**config.mk**
```make
export PLATFORM = sky130hd
export DESIGN_NAME = basic_rw_sink
export DESIGN_NICKNAME = d
export VERILOG_FILES = /design/src/rtl/basic_rw_sink.sv
export SDC_FILE = /design/constraint.sdc
export NUM_CORES = 1
export LEC_CHECK = 0
export CORE_UTILIZATION = 49
export CTS_CLUSTER_SIZE = 28
export DETAILED_ROUTE_END_ITERATION = 10
export PLACE_DENSITY_LB_ADDON = 0.25
export RECOVER_POWER = 25
export SYNTH_ARGS = -nofsm -noshare
export SYNTH_HDL_FRONTEND = slang
export SYNTH_SLANG_ARGS = --single-unit
export TNS_END_PERCENT = 5
```
**constraint.sdc**
```tcl
create_clock -name clk -period 3.3 [get_ports clk]
set_clock_uncertainty 0.2 [all_clocks]
set_input_delay 0.66 -clock clk [delete_from_list [all_inputs] [get_ports clk]]
set_output_delay 0.66 -clock clk [all_outputs]
set_load 0.03 [all_outputs]
```
**src/rtl/basic_rw_sink.sv**
```systemverilog
`default_nettype none
// ============================================================================
// Module   : basic_rw_sink
// Purpose  : Accepts a handshaked scalar word stream and scatters the first
//            32 accepted words into two multi-dimensional unpacked array
//            outputs (24 into b, the next 8 into c) so the array-read path of
//            a bench has a sequential source with known contents. Also keeps
//            a running word count and a wrap-around sum of accepted words.
// Ports    : clk      - clock, all state changes on the rising edge
//            rst      - asynchronous reset, active-low
//            i_valid  - an input word is offered this cycle
//            i_data   - input word, DW bits
//            i_clear  - synchronous restart (count/sum to 0, arrays kept)
//            o_ready  - high in FILL_B / FILL_C
//            b        - [3][2][4] x DW, words 0..23 (last index fastest)
//            c        - [2][4] x DW, words 24..31
//            o_count  - accepted words since last reset or clear (0..32)
//            o_sum    - sum of accepted words modulo 2^DW
//            o_done   - high once all 32 words are captured
// Revision : 1.0 - initial release
// ============================================================================
module basic_rw_sink #(
    parameter int DW = 11
) (
    input  logic          clk,
    input  logic          rst,
    input  logic          i_valid,
    input  logic [DW-1:0] i_data,
    input  logic          i_clear,
    output logic          o_ready,
    output logic [DW-1:0] b [3][2][4],
    output logic [DW-1:0] c [2][4],
    output logic [5:0]    o_count,
    output logic [DW-1:0] o_sum,
    output logic          o_done
);

    localparam logic [1:0] c_IDLE   = 2'd0;
    localparam logic [1:0] c_FILL_B = 2'd1;
    localparam logic [1:0] c_FILL_C = 2'd2;
    localparam logic [1:0] c_DONE   = 2'd3;

    localparam logic [5:0] c_LAST_B = 6'd23;
    localparam logic [5:0] c_LAST_C = 6'd31;

    logic [1:0]    r_state;
    logic [5:0]    r_count;
    logic [DW-1:0] r_sum;
    logic [DW-1:0] r_b [3][2][4];
    logic [DW-1:0] r_c [2][4];

    logic          w_accept;
    logic          w_accept_b;
    logic          w_accept_c;

    assign o_ready    = (r_state == c_FILL_B) || (r_state == c_FILL_C);
    assign o_done     = (r_state == c_DONE);

    // Clear wins over a simultaneous valid word: that word is dropped.
    assign w_accept   = i_valid && o_ready && !i_clear;
    assign w_accept_b = w_accept && (r_state == c_FILL_B);
    assign w_accept_c = w_accept && (r_state == c_FILL_C);

    assign o_count = r_count;
    assign o_sum   = r_sum;
    assign b       = r_b;
    assign c       = r_c;

    // ------------------------------------------------------------------
    // Control: state, word counter and running sum
    // ------------------------------------------------------------------
    always_ff @(posedge clk or negedge rst) begin
        if (!rst) begin
            r_state <= c_IDLE;
            r_count <= 6'd0;
            r_sum   <= '0;
        end else if (i_clear) begin
            r_state <= c_IDLE;
            r_count <= 6'd0;
            r_sum   <= '0;
        end else begin
            case (r_state)
                c_IDLE: begin
                    r_state <= c_FILL_B;
                end
                c_FILL_B: begin
                    if (w_accept) begin
                        r_count <= r_count + 6'd1;
                        r_sum   <= r_sum + i_data;
                        if (r_count == c_LAST_B) begin
                            r_state <= c_FILL_C;
                        end
                    end
                end
                c_FILL_C: begin
                    if (w_accept) begin
                        r_count <= r_count + 6'd1;
                        r_sum   <= r_sum + i_data;
                        if (r_count == c_LAST_C) begin
                            r_state <= c_DONE;
                        end
                    end
                end
                default: begin
                    r_state <= c_DONE;
                end
            endcase
        end
    end

    // ------------------------------------------------------------------
    // Array capture. Clear leaves contents alone; only reset zeroes them.
    // In FILL_B the count is 0..23, so its bit fields map straight onto
    // [n/8][(n/4)%2][n%4]. In FILL_C the count is 24..31 = 5'b11xxx, so the
    // low three bits are already n-24.
    // ------------------------------------------------------------------
    always_ff @(posedge clk or negedge rst) begin
        if (!rst) begin
            for (int i = 0; i < 3; i++) begin
                for (int j = 0; j < 2; j++) begin
                    for (int k = 0; k < 4; k++) begin
                        r_b[i][j][k] <= '0;
                    end
                end
            end
        end else if (w_accept_b) begin
            r_b[r_count[4:3]][r_count[2]][r_count[1:0]] <= i_data;
        end
    end

    always_ff @(posedge clk or negedge rst) begin
        if (!rst) begin
            for (int j = 0; j < 2; j++) begin
                for (int k = 0; k < 4; k++) begin
                    r_c[j][k] <= '0;
                end
            end
        end else if (w_accept_c) begin
            r_c[r_count[2]][r_count[1:0]] <= i_data;
        end
    end

endmodule
`default_nettype wire

```
==> metrics.csv, run 1 <==
metric;value;unit
cts_max_path_buffers;3;
yosysTopAreaCell;dfrtp_1;
cp.depth;3;
r2r-end;b[153];
gp_congestion;0.839;
remaining_drc_errors;0;
totalWireLength;42400;µm
ys_types;50;
netlist_area;15300;µm²
grt_pass1_wl;63400;µm
setup_viol;0;
critical_path_class;flop to output pin;
clock_latency;0.52;ns
antenna_found_initial;1;
tightest_slew;2.00;ns
p_total;0.0131;W
syn_avg_cell_area;15.6;µm²
syn_to_final_growth;36.6;%
clkPwrFrac;0.340;
clk_pin_slew;0.06;ns
cts_tree;built;
cp_data_required_time;2.44;ns
h-tree-depth;2;
worstSetupEndpointType;output pin;
fill_cells;2166;
drv_slew;73;
first_pass_iters;4;
multiInputGateArea;5430;µm²
postCtsHoldBufs;1;
fp-row-count;64;
p_seq_frac;0.406;
status;complete, but fails checks;
cts_sinks;371;
p_int;0.00907;W
startpoint;r_state[0];
slowest_stage;clkdlybuf4s50_1;
p_per_area;630;nW/µm²
synth-seq-cells;371;
cap_violations;1;
crit_family;buffers and inverters;
finalNonFillerCells;1810;
die-area;31900;µm²
reg2reg_depth;6;
drive_gt1_frac;0.344;
cts_resized;0;
synthCells;977;
fp.dieH;178;µm
worstPathArrival;2.11;ns
ir_drop;0.000510;V
hpwlAfterDp;28200;µm
crit_path_cell_trace;inv_1, ha_1, clkdlybuf4s50_1;
ff_latch_area;9280;µm²
gr-usage-all-layers;0.269;
grt_pass1_vias;10100;
cts_made_buffers;40;
crit_path_start_kind;flop;
port_buffers;385;
ant_nets;0;
nets;1418;
pwr-share-comb;0.255;
core_area;30600;µm²
start_util;0.499;
finalHoldViolCount;0;
p_sw_frac;0.309;
relSlewSlack;-0.334;
first_iter_violations;490;
synthesis.nets;1013;
fp.dieW;178;µm
post-route-period-util;0.901;
seq_area_frac_synth;0.608;
path_max_fanout;4;
hold_path_class;flop to flop;
power.switching;0.00406;W
yosysTopAreaCellShare;0.608;
ys_async_sr_fraction;1.00;
rsz0062_at_grt;no;
crit_buf_inv;2;
rrSetupSlack;0.42;ns
violations;max-capacitance violations, max-slew violations;
via_per_inst;5.34;
min_period;2.97;ns
grt_start_max_net_pins;78;
p_leak;9.84;nW
routedWlPerCell;23.4;µm
tns;0;ns
synth_edf_count;0;
critPathCapture;o_ready;
pin_count;386;
slowest_delay;0.72;ns
grt-ovfl-total;0;
cts-root-buf;clkbuf_16;
vias;9659;
timing.rr.start;r_state[0];
post_cts_buffers;0;
clock.fmax;0.336;GHz
placed_cells;1735;
yosys_warnings;0;
yosys_most_used_dff;dfrtp_1;
synth.area.top_cells;dfrtp_1, mux2_2, mux2_4, ha_1, nor2_4;
[Yosys cell counts, types with 3 or more instances]
cell      instances
dfrtp_1         371
mux2_2          281
mux2_4           70
clkbuf_1         36
nand2_1          29
nor2_1           25
ha_1             20
nor2_4           14
buf_4            13
a21oi_1          12
buf_6            10
inv_1             9
buf_2             8
nand3_1           8
buf_12            6
a211oi_1          5
nor4_1            5
xnor2_1           5
a21o_1            4
o21ai_0           4
nand4_1           3
[stage by stage]
step                setup slack [ns]  hold slack, ns  cell area, µm²  utilization
detailed placement            0.0849           0.278           19500        0.639
global route                   0.240           0.315           20800        0.681
global placement               0.156           0.272           19500        0.639
finish                         0.327           0.289           20800        0.682
floorplan                      0.616           0.164           15300            -
CTS                            0.310           0.292           20900        0.682
[per-layer routing]
layer	share of wire	track usage	up-vias
li1	-	-	4231
met1	0.42	0.360	5004
met2	0.47	0.425	346
met3	0.072	0.0659	78
met4	0.032	0.101	0
met5	0	0	-
[area by class of cell]
| class | instances | area share |
|---|---|---|
| Timing Repair Buffer | 438 | 0.205 |
| Inverter | 9 | 0.00162 |
| Tap cell | 396 | 0.0238 |
| Antenna cell | 3 | 0.000360 |
| Multi-Input combinational cell | 522 | 0.260 |
| Sequential cell | 371 | 0.445 |
| Clock buffer | 57 | 0.0555 |
| Clock inverter | 14 | 0.00762 |
[state kept, by name, summed over array words and instances (netlist names)]
signal / cells
o_sum: 11
c: 88
o_count: 6
b: 264
r_state: 2
[power groups by stage]
stage          Clock, W  Combinational, W  Sequential [W]
2_1_floorplan         0           0.00106         0.00621
3_3_place_gp          0           0.00330         0.00538
3_5_place_dp          0           0.00335         0.00539
4_1_cts         0.00453           0.00337         0.00532
5_1_grt         0.00472           0.00354         0.00538
6_report        0.00446           0.00335         0.00532
[placed cells by master (no fill, tap or decap), types with 5 or more instances in the layout]
master and instances:
clkdlybuf4s50_1 378, dfrtp_1 371, mux2_2 281, mux2_4 70
buf_4 42, clkbuf_16 41, nand2_1 29, nor2_1 25
ha_1 20, nor2_4 14, a21oi_1 12, clkbuf_1 11
inv_1 9, nand3_1 8, clkinv_2 7, clkbuf_8 7
buf_2 7, buf_12 6, nor4_1 5, a211oi_1 5
xnor2_1 5
[worst min-delay path by stage]
stage / start / to / slack [ns] / depth (start not counted)
CTS: b[234] / b[234] / 0.29 / 1
finish: b[234] / b[234] / 0.29 / 1
floorplan: rst / b[0] / 0.16 / 0
global route: b[234] / b[234] / 0.32 / 1
detailed placement: b[234] / b[234] / 0.28 / 1
global placement: b[234] / b[234] / 0.27 / 1
[cells by family (layout without fill, tap and decap cells)]
family / count (synthesis) / count (layout) / share of synthesized area
flops: 371 / 371 / 0.608
mux: 354 / 354 / 0.278
xor+xnor: 7 / 7 / 0.00402
fa+ha+maj: 21 / 21 / 0.0177
buf+inv: 84 / 518 / 0.0358
compound gates: 41 / 41 / 0.0180
simple gates: 99 / 99 / 0.0378
other cells: 0 / 3 / 0
Note: power is estimated with default switching activity, not from simulation.
==> run 2: changes to the inputs <==
==> constraint.sdc (replaced) <==
create_clock -name clk -period 3.3 [get_ports clk]
set_clock_uncertainty 0.2 [all_clocks]
set_input_delay 0.66 -clock clk [delete_from_list [all_inputs] [get_ports clk]]
set_output_delay 0.66 -clock clk [all_outputs]
set_load 0.05 [all_outputs]
==> run 2 against run 1 <==
The run still ends with max-capacitance violations, max-slew violations left. Design area hardly changed. Total power is 5.3% higher. First-iteration DRC count is 0.41% lower. Wire length hardly changed. Cell count stayed put. Critical path depth stayed put.
==> metrics.csv, run 2 (synthesized netlist as in run 1, its figures left out) <==
metric;value;unit;change
cts_tree;built;;
cap_violations;1;;unchanged
start_util;0.499;;unchanged
tightest_slew;1.95;ns;-0.0495 ns
gr-usage-all-layers;0.269;;unchanged
cts_sinks;371;;unchanged
pin_count;386;;unchanged
post-route-period-util;0.940;;+0.0394
violations;max-capacitance violations, max-slew violations;;
clock_latency;0.52;ns;about the same
mostFrequentLayoutCells;clkdlybuf4s50_1, dfrtp_1, mux2_2;;
core_area;30600;µm²;unchanged
dp_worst_setup_slack;0.0849;ns;unchanged
fp.dieW;178;µm;unchanged
grt_start_max_net_pins;78;;unchanged
tns;0;ns;unchanged
rsz0062_at_grt;no;;
drive_gt1_frac;0.344;;unchanged
grt_pass1_wl;63400;µm;unchanged
crit_path_start_kind;flop;;
worstSetupEndpointType;output pin;;
min-delay-start;b[234];;
port_buffers;385;;unchanged
p_total;0.0138;W;+5.3%
timing.rr.start;r_state[0];;
critical_path_class;flop to output pin;;
vias;9648;;-0.11%
routedWlPerCell;23.4;µm;about the same
finalHoldViolCount;0;;unchanged
drv_slew;75;;+2.7%
whs;0.289;ns;+0.000423 ns
totalWireLength;42300;µm;about the same
min_period;3.10;ns;+0.130 ns
nets;1418;;unchanged
status;complete, but fails checks;;
rrSetupSlack;0.43;ns;about the same
worstPathArrival;2.24;ns;+0.13 ns
fp.dieH;178;µm;unchanged
via_per_inst;5.33;;-0.11%
p_leak;9.84;nW;about the same
grt_pass1_vias;10100;;unchanged
startpoint;r_state[0];;
relSlewSlack;-0.301;;+0.0330
grt-ovfl-total;0;;unchanged
cts-root-buf;clkbuf_16;;
ir_drop;0.000558;V;+9.4%
fp-row-count;64;;unchanged
setup_viol;0;;unchanged
layout_commonest_cell;clkdlybuf4s50_1;;
setup_ws;0.196;ns;-0.130 ns
post_cts_buffers;0;;unchanged
antenna_found_initial;1;;unchanged
syn_to_final_growth;36.5;%;about the same
clock.fmax;0.322;GHz;-4.2%
cts_max_path_buffers;3;;unchanged
path_max_fanout;4;;unchanged
hpwlAfterDp;28200;µm;unchanged
clk_pin_slew;0.06;ns;about the same
remaining_drc_errors;0;;unchanged
hold_path_class;flop to flop;;
ant_nets;0;;unchanged
first_iter_violations;488;;-0.41%
h-tree-depth;2;;unchanged
cts_made_buffers;40;;unchanged
die-area;31900;µm²;unchanged
p_per_area;664;nW/µm²;+5.4%
largest_reg_flops;264;;unchanged
cp_data_required_time;2.44;ns;about the same
gp_congestion;0.839;;unchanged
first_pass_iters;4;;unchanged
[run 2: cell types whose count changed in the layout (fill, tap and decap cells not counted)]
cell / previous run / this run
buf_4: 42 / 41
clkbuf_2: 2 / 3
buf_6: 0 / 2
buf_12: 6 / 4
[run 2: worst paths after layout]
check                      endpoint  depth (start not counted)
min in group asynchronous    b[111]                          2
min                          b[234]                          1
max reg2reg                  b[153]                          6
max in group asynchronous    b[233]                          3
max                         o_ready                          3
min reg2reg                  b[234]                          1
[run 2: power by group]
group | internal, W | switching, W
combinational | 0.00138 | 0.00266
sequential | 0.00500 | 0.000323
clock | 0.00268 | 0.00178
[run 2: layout make-up]
class                   count  area [µm²]
diodes                      3        7.51
clock inverters            14         159
inverters                   9        33.8
clock buffers              57        1160
well taps                 396         495
flip-flops and latches    371        9280
repair buffers            438        4260
fillers                  2171        9760
multi-input cells         522        5430
[run 2: routing by layer]
metal | GRT usage | vias to the layer above | wire length [µm]
met1 | 0.360 | 4994 | 17700
met4 | 0.101 | 0 | 1350
met3 | 0.0659 | 78 | 3150
met2 | 0.425 | 347 | 20100
met5 | 0 | - | 0
li1 | - | 4229 | -
[run 2: repair_timing]
action	in CTS	in global routing
gates resized for setup	0	0
endpoints found under the hold margin	66	0
hold buffers	1	0
[run 2: worst max-delay path, stage by stage (launching register included)]
cell             delay [ns]
dfrtp_1                0.40
inv_1                  0.08
ha_1                   0.39
clkdlybuf4s50_1        0.85
[run 2: stage by stage]
step | utilization | area, µm² | instances
after CTS | 0.682 | 20900 | 1807
after floorplan | - | 15300 | 977
after global placement | 0.639 | 19500 | 1735
final | 0.681 | 20800 | 1810
after detailed placement | 0.639 | 19500 | 1735
after global routing | 0.681 | 20800 | 1807
